<file path="src/rtl/sram_ctrl.sv">
`default_nettype none
// ============================================================================
// Module   : sram_ctrl
// Brief    : Single-word request responder driving a 256Kx16 asynchronous SRAM.
// Revision : 1.0 - initial release
// ============================================================================
module sram_ctrl #(
    parameter int RD_CYCLES = 2,
    parameter int WR_CYCLES = 1
) (
    input  logic        clk,
    input  logic        rst_n,
    input  logic        sram_req,
    input  logic        sram_rd,
    input  logic [1:0]  sram_be,
    input  logic [17:0] sram_addr,
    input  logic [15:0] sram_wr_data,
    output logic        sram_ready,
    output logic [15:0] sram_rd_data,
    output logic        sram_rd_data_vld,
    output logic [17:0] pin_a,
    output logic [15:0] pin_dq_o,
    output logic        pin_dq_oe,
    input  logic [15:0] pin_dq_i,
    output logic        pin_ce_n,
    output logic        pin_oe_n,
    output logic        pin_we_n,
    output logic        pin_lb_n,
    output logic        pin_ub_n
);

    typedef enum logic [2:0] {
        S_INIT      = 3'd0,
        S_IDLE      = 3'd1,
        S_WR_SETUP  = 3'd2,
        S_WR_PULSE  = 3'd3,
        S_WR_HOLD   = 3'd4,
        S_RD_STROBE = 3'd5
    } state_t;

    localparam logic [3:0] C_RD_LOAD = 4'(RD_CYCLES - 1);
    localparam logic [3:0] C_WR_LOAD = 4'(WR_CYCLES - 1);

    state_t      r_state, w_state_nxt;
    logic [3:0]  r_cnt, w_cnt_nxt;
    logic [1:0]  r_be;
    logic [17:0] r_addr;
    logic [15:0] r_wdata;
    logic [15:0] r_rd_data;
    logic        r_vld;
    logic        r_ce_n, r_oe_n, r_we_n, r_lb_n, r_ub_n, r_dq_oe;

    logic        w_accept;
    logic        w_rd_last;
    logic [1:0]  w_be_nxt;
    logic        w_wr_nxt;
    logic        w_rd_nxt;

    assign w_accept  = (r_state == S_IDLE) && sram_req;
    assign w_rd_last = (r_state == S_RD_STROBE) && (r_cnt == 4'd0);
    assign w_be_nxt  = w_accept ? sram_be : r_be;

    always_comb begin
        w_state_nxt = r_state;
        w_cnt_nxt   = (r_cnt == 4'd0) ? 4'd0 : r_cnt - 4'd1;
        case (r_state)
            S_INIT: begin
                if (r_cnt == 4'd0) w_state_nxt = S_IDLE;
            end
            S_IDLE: begin
                if (sram_req) begin
                    if (sram_rd) begin
                        w_state_nxt = S_RD_STROBE;
                        w_cnt_nxt   = C_RD_LOAD;
                    end else begin
                        w_state_nxt = S_WR_SETUP;
                    end
                end
            end
            S_WR_SETUP: begin
                w_state_nxt = S_WR_PULSE;
                w_cnt_nxt   = C_WR_LOAD;
            end
            S_WR_PULSE: begin
                if (r_cnt == 4'd0) w_state_nxt = S_WR_HOLD;
            end
            S_WR_HOLD: begin
                w_state_nxt = S_IDLE;
            end
            S_RD_STROBE: begin
                if (r_cnt == 4'd0) w_state_nxt = S_IDLE;
            end
            default: begin
                w_state_nxt = S_INIT;
            end
        endcase
    end

    // Strobes are registered from the next state so the pads see glitch-free levels
    assign w_wr_nxt = (w_state_nxt == S_WR_SETUP) || (w_state_nxt == S_WR_PULSE) ||
                      (w_state_nxt == S_WR_HOLD);
    assign w_rd_nxt = (w_state_nxt == S_RD_STROBE);

    // Counter resets to 1 so INIT spans a full cycle after reset release
    always_ff @(posedge clk or negedge rst_n) begin
        if (!rst_n) begin
            r_state   <= S_INIT;
            r_cnt     <= 4'd1;
            r_be      <= 2'b00;
            r_addr    <= 18'h0;
            r_wdata   <= 16'h0;
            r_rd_data <= 16'h0;
            r_vld     <= 1'b0;
            r_ce_n    <= 1'b1;
            r_oe_n    <= 1'b1;
            r_we_n    <= 1'b1;
            r_lb_n    <= 1'b1;
            r_ub_n    <= 1'b1;
            r_dq_oe   <= 1'b0;
        end else begin
            r_state <= w_state_nxt;
            r_cnt   <= w_cnt_nxt;
            if (w_accept) begin
                r_be    <= sram_be;
                r_addr  <= sram_addr;
                r_wdata <= sram_wr_data;
            end
            r_vld <= w_rd_last;
            if (w_rd_last) begin
                r_rd_data <= {r_be[1] ? pin_dq_i[15:8] : 8'h00,
                              r_be[0] ? pin_dq_i[7:0]  : 8'h00};
            end
            r_ce_n  <= ~(w_wr_nxt | w_rd_nxt);
            r_oe_n  <= ~w_rd_nxt;
            r_we_n  <= ~(w_state_nxt == S_WR_PULSE);
            r_dq_oe <= w_wr_nxt;
            r_lb_n  <= ~((w_wr_nxt | w_rd_nxt) & w_be_nxt[0]);
            r_ub_n  <= ~((w_wr_nxt | w_rd_nxt) & w_be_nxt[1]);
        end
    end

    assign sram_ready       = (r_state == S_IDLE);
    assign sram_rd_data     = r_rd_data;
    assign sram_rd_data_vld = r_vld;
    assign pin_a            = r_addr;
    assign pin_dq_o         = r_wdata;
    assign pin_dq_oe        = r_dq_oe;
    assign pin_ce_n         = r_ce_n;
    assign pin_oe_n         = r_oe_n;
    assign pin_we_n         = r_we_n;
    assign pin_lb_n         = r_lb_n;
    assign pin_ub_n         = r_ub_n;

endmodule
`default_nettype wire
</file>
<file path="config.mk">
export PLATFORM = sky130hd
export DESIGN_NAME = sram_ctrl
export DESIGN_NICKNAME = d
export VERILOG_FILES = /design/src/rtl/sram_ctrl.sv
export SDC_FILE = /design/constraint.sdc
export NUM_CORES = 1
export LEC_CHECK = 0
export CAP_MARGIN = 20
export CORE_MARGIN = 4
export CORE_UTILIZATION = 43
export DETAILED_ROUTE_END_ITERATION = 10
export MAX_ROUTING_LAYER = met4
export PLACE_DENSITY = 0.8
export SLEW_MARGIN = 20
export SYNTH_ARGS = -nofsm -noshare
export SYNTH_HDL_FRONTEND = slang
export SYNTH_SLANG_ARGS = --single-unit
</file>
<file path="constraint.sdc">
create_clock -name clk -period 2.27 [get_ports clk]
set_clock_uncertainty 0.1 [all_clocks]
set_input_delay 0.5675 -clock clk [delete_from_list [all_inputs] [get_ports clk]]
set_output_delay 0.5675 -clock clk [all_outputs]
set_load 0.1 [all_outputs]
</file>
==> results.txt <==
The flow ran to the end, and the final reports show no timing, DRC or antenna violations. The overall via count from detail_route came out at 1914. The number of DRC violations after detailed-routing iteration 0 is 38. Setup repair after global routing left no endpoint under its margin.

The required time at the endpoint of the critical path is 1.60 ns. The height of the die is 89.4 µm. The fraction of final layout cells with drive strength greater than 1 is between 30% and 40%.

After synthesis, the netlist uses 32 different library cells. The library cells used most frequently in the layout, excluding fill and tap cells, are sky130_fd_sc_hd__dfrtp_1, sky130_fd_sc_hd__buf_4, sky130_fd_sc_hd__clkdlybuf4s50_1. The global placement routability congestion came out at around 0.8. The adder and majority gate portion of the synthesized area is under 10%. CTS built an H-tree with a depth of 3. In the routed layout, each cell is associated on average with a via count of around 4.7. The final wirelength is about 6.1 mm. The share of the cycle needed by the critical path after routing is 93.2%. STA classifies the critical path startpoint as a flip-flop. In this run the post-CTS setup repair buffer count came out at 0. The shortest clock period the worst path allows after layout is ~2.1 ns. The total global routing track utilization came out at 16.4%. The fraction of synthesized area in multiplexers came out at a little under a quarter.

Entering global routing, the biggest net connects 67 pins. The core box area is roughly 6400 µm². The clock net sink count is 66.

The DRC violation count after routing is 0. In this run, post-CTS repair resized a total of 0 instances. No sink is reached through more buffers than the 2 on the longest clock path.

The clock latency of the later-clocked register in the worst-skew pair came out at 0.33 ns. Of the total synthesized cell area, the portion taken by AND, OR, NAND and NOR gates is approximately 7.5%. The die area is roughly 8000 µm². The count of hold buffers inserted by post-cts repair is 0. The most used flip-flop cell after synthesis is sky130_fd_sc_hd__dfrtp_1.

The remaining max-slew budget at the tightest pin came out at about three quarters. The mapped netlist covers 2850 µm². The clock tree from TritonCTS is built. The antenna diode instance count came out at 0. The arrival time at the worst endpoint is 1.45 ns.

Measured in cells, the most critical reg-to-reg path has a length of 8. For this run, the top clock speed supported by timing is 0.473 GHz. The number of antenna violations at the first check in global routing is 0. Row generation in the floorplan step produced 29 rows.

The cell sitting at the root of the clock tree is a sky130_fd_sc_hd__clkbuf_8. The number of warning messages in the yosys log came out at 0. The count of endpoints failing hold in the final timing report is 0. The endpoint identified for the worst register-to-register timing path is pin_lb_n. The detail route stage leaves a number of antenna-violating nets equal to 0.

For this run, the register share of the synthesized area comes to 58.3%. Counting every instance in the synthesized netlist gives ~200. The register-to-register path setup slack is 0.30 ns.

Counting every net in the synthesized netlist gives about 260. The number of port buffers came out at approximately 110. After global routing the overflow that remains totals 0. For this run, the detailed router's first-pass iteration total came to 4. After filler insertion, the fill cell instance count of the layout stands at 504.

The parity-gate share of the synthesized area counting xor and xnor cells came out at 0.615%. The first-pass GRT wire length is 9.72 mm. Measured along the x axis, the die boundary spans 89.4 µm. The top-level I/O count came out at 114.

After synthesis the netlist holds a flip-flop and latch count of 66. The number of enable-type register cells in the synthesized netlist came out at 0. From synthesis to final layout, the design area changed by 47.0%.

In this run the worst path has a maximum fanout of 10. After synthesis, the share of flip-flops with an asynchronous set or reset is 100%. The actual transition at the worst max-transition pin is 0.349 ns. Clock-pin slew was measured on the worst setup and hold paths at 0.07 ns. By area, the combinational part of the netlist is dominated by multiplexers. The final setup TNS is 0 ns. Leaving out fill and tap cells, the most frequent cell in the layout is sky130_fd_sc_hd__dfrtp_1. The number of setup violations in the final report came out at 0. STA classifies the critical path endpoint as an output pin. Buffers inserted during clock tree synthesis total 9.

The half-perimeter wire length after placement came out at 4.47 mm. The mean area per synthesized cell came out at 14.0 µm². The tool flagged a number of max-cap violations equal to 0. Summing the areas of all compound-gate instances in the mapped netlist gives 2.15% of the synthesized area. In the final design database the tool counted 383 nets. The total count of max-transition violations in the final report is 0. The startpoint identified for the worst register-to-register timing path is r_cnt[0].

The worst setup path is of the flip-flop to output pin kind. The type of the most critical hold path is input port to asynchronous set/reset pin. The post-detailed-route wirelength per cell came out at 15.0 µm.

The initial standard-cell utilization of the core is 44.6%. The number of global-route vias before repair is 2044.
[how the worst max path moves through the flow]
stage | from | end | slack, ns | cells after the start
2_1_floorplan | r_state[1] | sram_ready | 0.13 | 3
3_3_place_gp | sram_req | pin_dq_o[1] | 0.08 | 4
3_5_place_dp | sram_req | pin_dq_o[2] | 0.04 | 4
4_1_cts | r_state[1] | sram_ready | 0.13 | 3
5_1_grt | r_state[1] | sram_ready | 0.07 | 3
6_report | r_state[1] | sram_ready | 0.15 | 3
[registers in the layout, summed over array words and instances (netlist names)]
name and cells:
pin_a 18, pin_dq_o 16, sram_rd_data 16, r_cnt 4
r_state 3, r_be 2, pin_ce_n 1, pin_dq_oe 1
pin_lb_n 1, pin_oe_n 1, pin_ub_n 1, pin_we_n 1
sram_rd_data_vld 1
[through the flow]
| step | std cells | hold slack, ns | utilization (%) | instance area (µm²) | setup slack [ns] |
|---|---|---|---|---|---|
| finish | 406 | 0.151 | 65.5 | 4180 | 0.154 |
| global route | 406 | 0.172 | 65.5 | 4180 | 0.0660 |
| CTS | 406 | 0.153 | 65.5 | 4180 | 0.128 |
| detailed placement | 390 | 0.394 | 62.3 | 3980 | 0.0442 |
| global placement | 390 | 0.395 | 62.3 | 3980 | 0.0822 |
| floorplan | 203 | 0.172 | - | 2850 | 0.132 |
[layer usage]
metal	vias up	track usage, %	routed length (µm)
met1	927	21.0	2630
met4	0	6.09	70
met2	62	25.5	2980
met5	-	-	0
li1	917	-	-
met3	8	3.69	423
[kinds of logic (layout without fill, tap and decap cells)]
family	count (synthesis)	in the layout
flip-flops	66	66
AND/OR/NAND/NOR	42	42
buffers and inverters	30	156
XOR/XNOR	2	2
adder cells (fa/ha/maj)	3	3
AO/OA/AOI/OAI	8	8
multiplexers	52	52
[worst max-delay path: stages, from the launching register on]
cell	delay, ns
sky130_fd_sc_hd__dfrtp_1	0.48
sky130_fd_sc_hd__nand2b_1	0.28
sky130_fd_sc_hd__nor2_2	0.17
sky130_fd_sc_hd__buf_12	0.19
[cell type report]
cell class                 count  area [µm²]  area share, %
sequential                    66        1660           39.7
timing repair buffer         121        1140           27.3
inverter                      19        71.3           1.70
multi-input combinational    107        1010           24.2
clock buffer                  11         151           3.62
clock inverter                 5        52.6           1.26
tap                           77        96.3           2.30
[synthesized netlist by cell type (2+ instances only)]
cell | instances | area (µm²)
sky130_fd_sc_hd__nor3b_1 | 2 | 15.0
sky130_fd_sc_hd__clkbuf_1 | 2 | 7.51
sky130_fd_sc_hd__mux2i_1 | 16 | 160
sky130_fd_sc_hd__xnor2_1 | 2 | 17.5
sky130_fd_sc_hd__nand2_1 | 22 | 82.6
sky130_fd_sc_hd__dfrtp_1 | 60 | 1500
sky130_fd_sc_hd__ha_1 | 3 | 37.5
sky130_fd_sc_hd__inv_1 | 19 | 71.3
sky130_fd_sc_hd__dfstp_2 | 6 | 158
sky130_fd_sc_hd__nor3_1 | 2 | 10.0
sky130_fd_sc_hd__buf_8 | 3 | 45.0
sky130_fd_sc_hd__nand2b_1 | 4 | 25.0
sky130_fd_sc_hd__buf_2 | 2 | 10.0
sky130_fd_sc_hd__a21oi_1 | 2 | 10.0
sky130_fd_sc_hd__nor2_1 | 5 | 18.8
sky130_fd_sc_hd__a211o_1 | 2 | 17.5
sky130_fd_sc_hd__mux2_2 | 7 | 78.8
sky130_fd_sc_hd__mux2_4 | 29 | 435
sky130_fd_sc_hd__buf_6 | 2 | 22.5
Power is left out: the tool's default activity adds up to more than one toggle a clock period on the data nets, which glitch-free logic cannot reach.
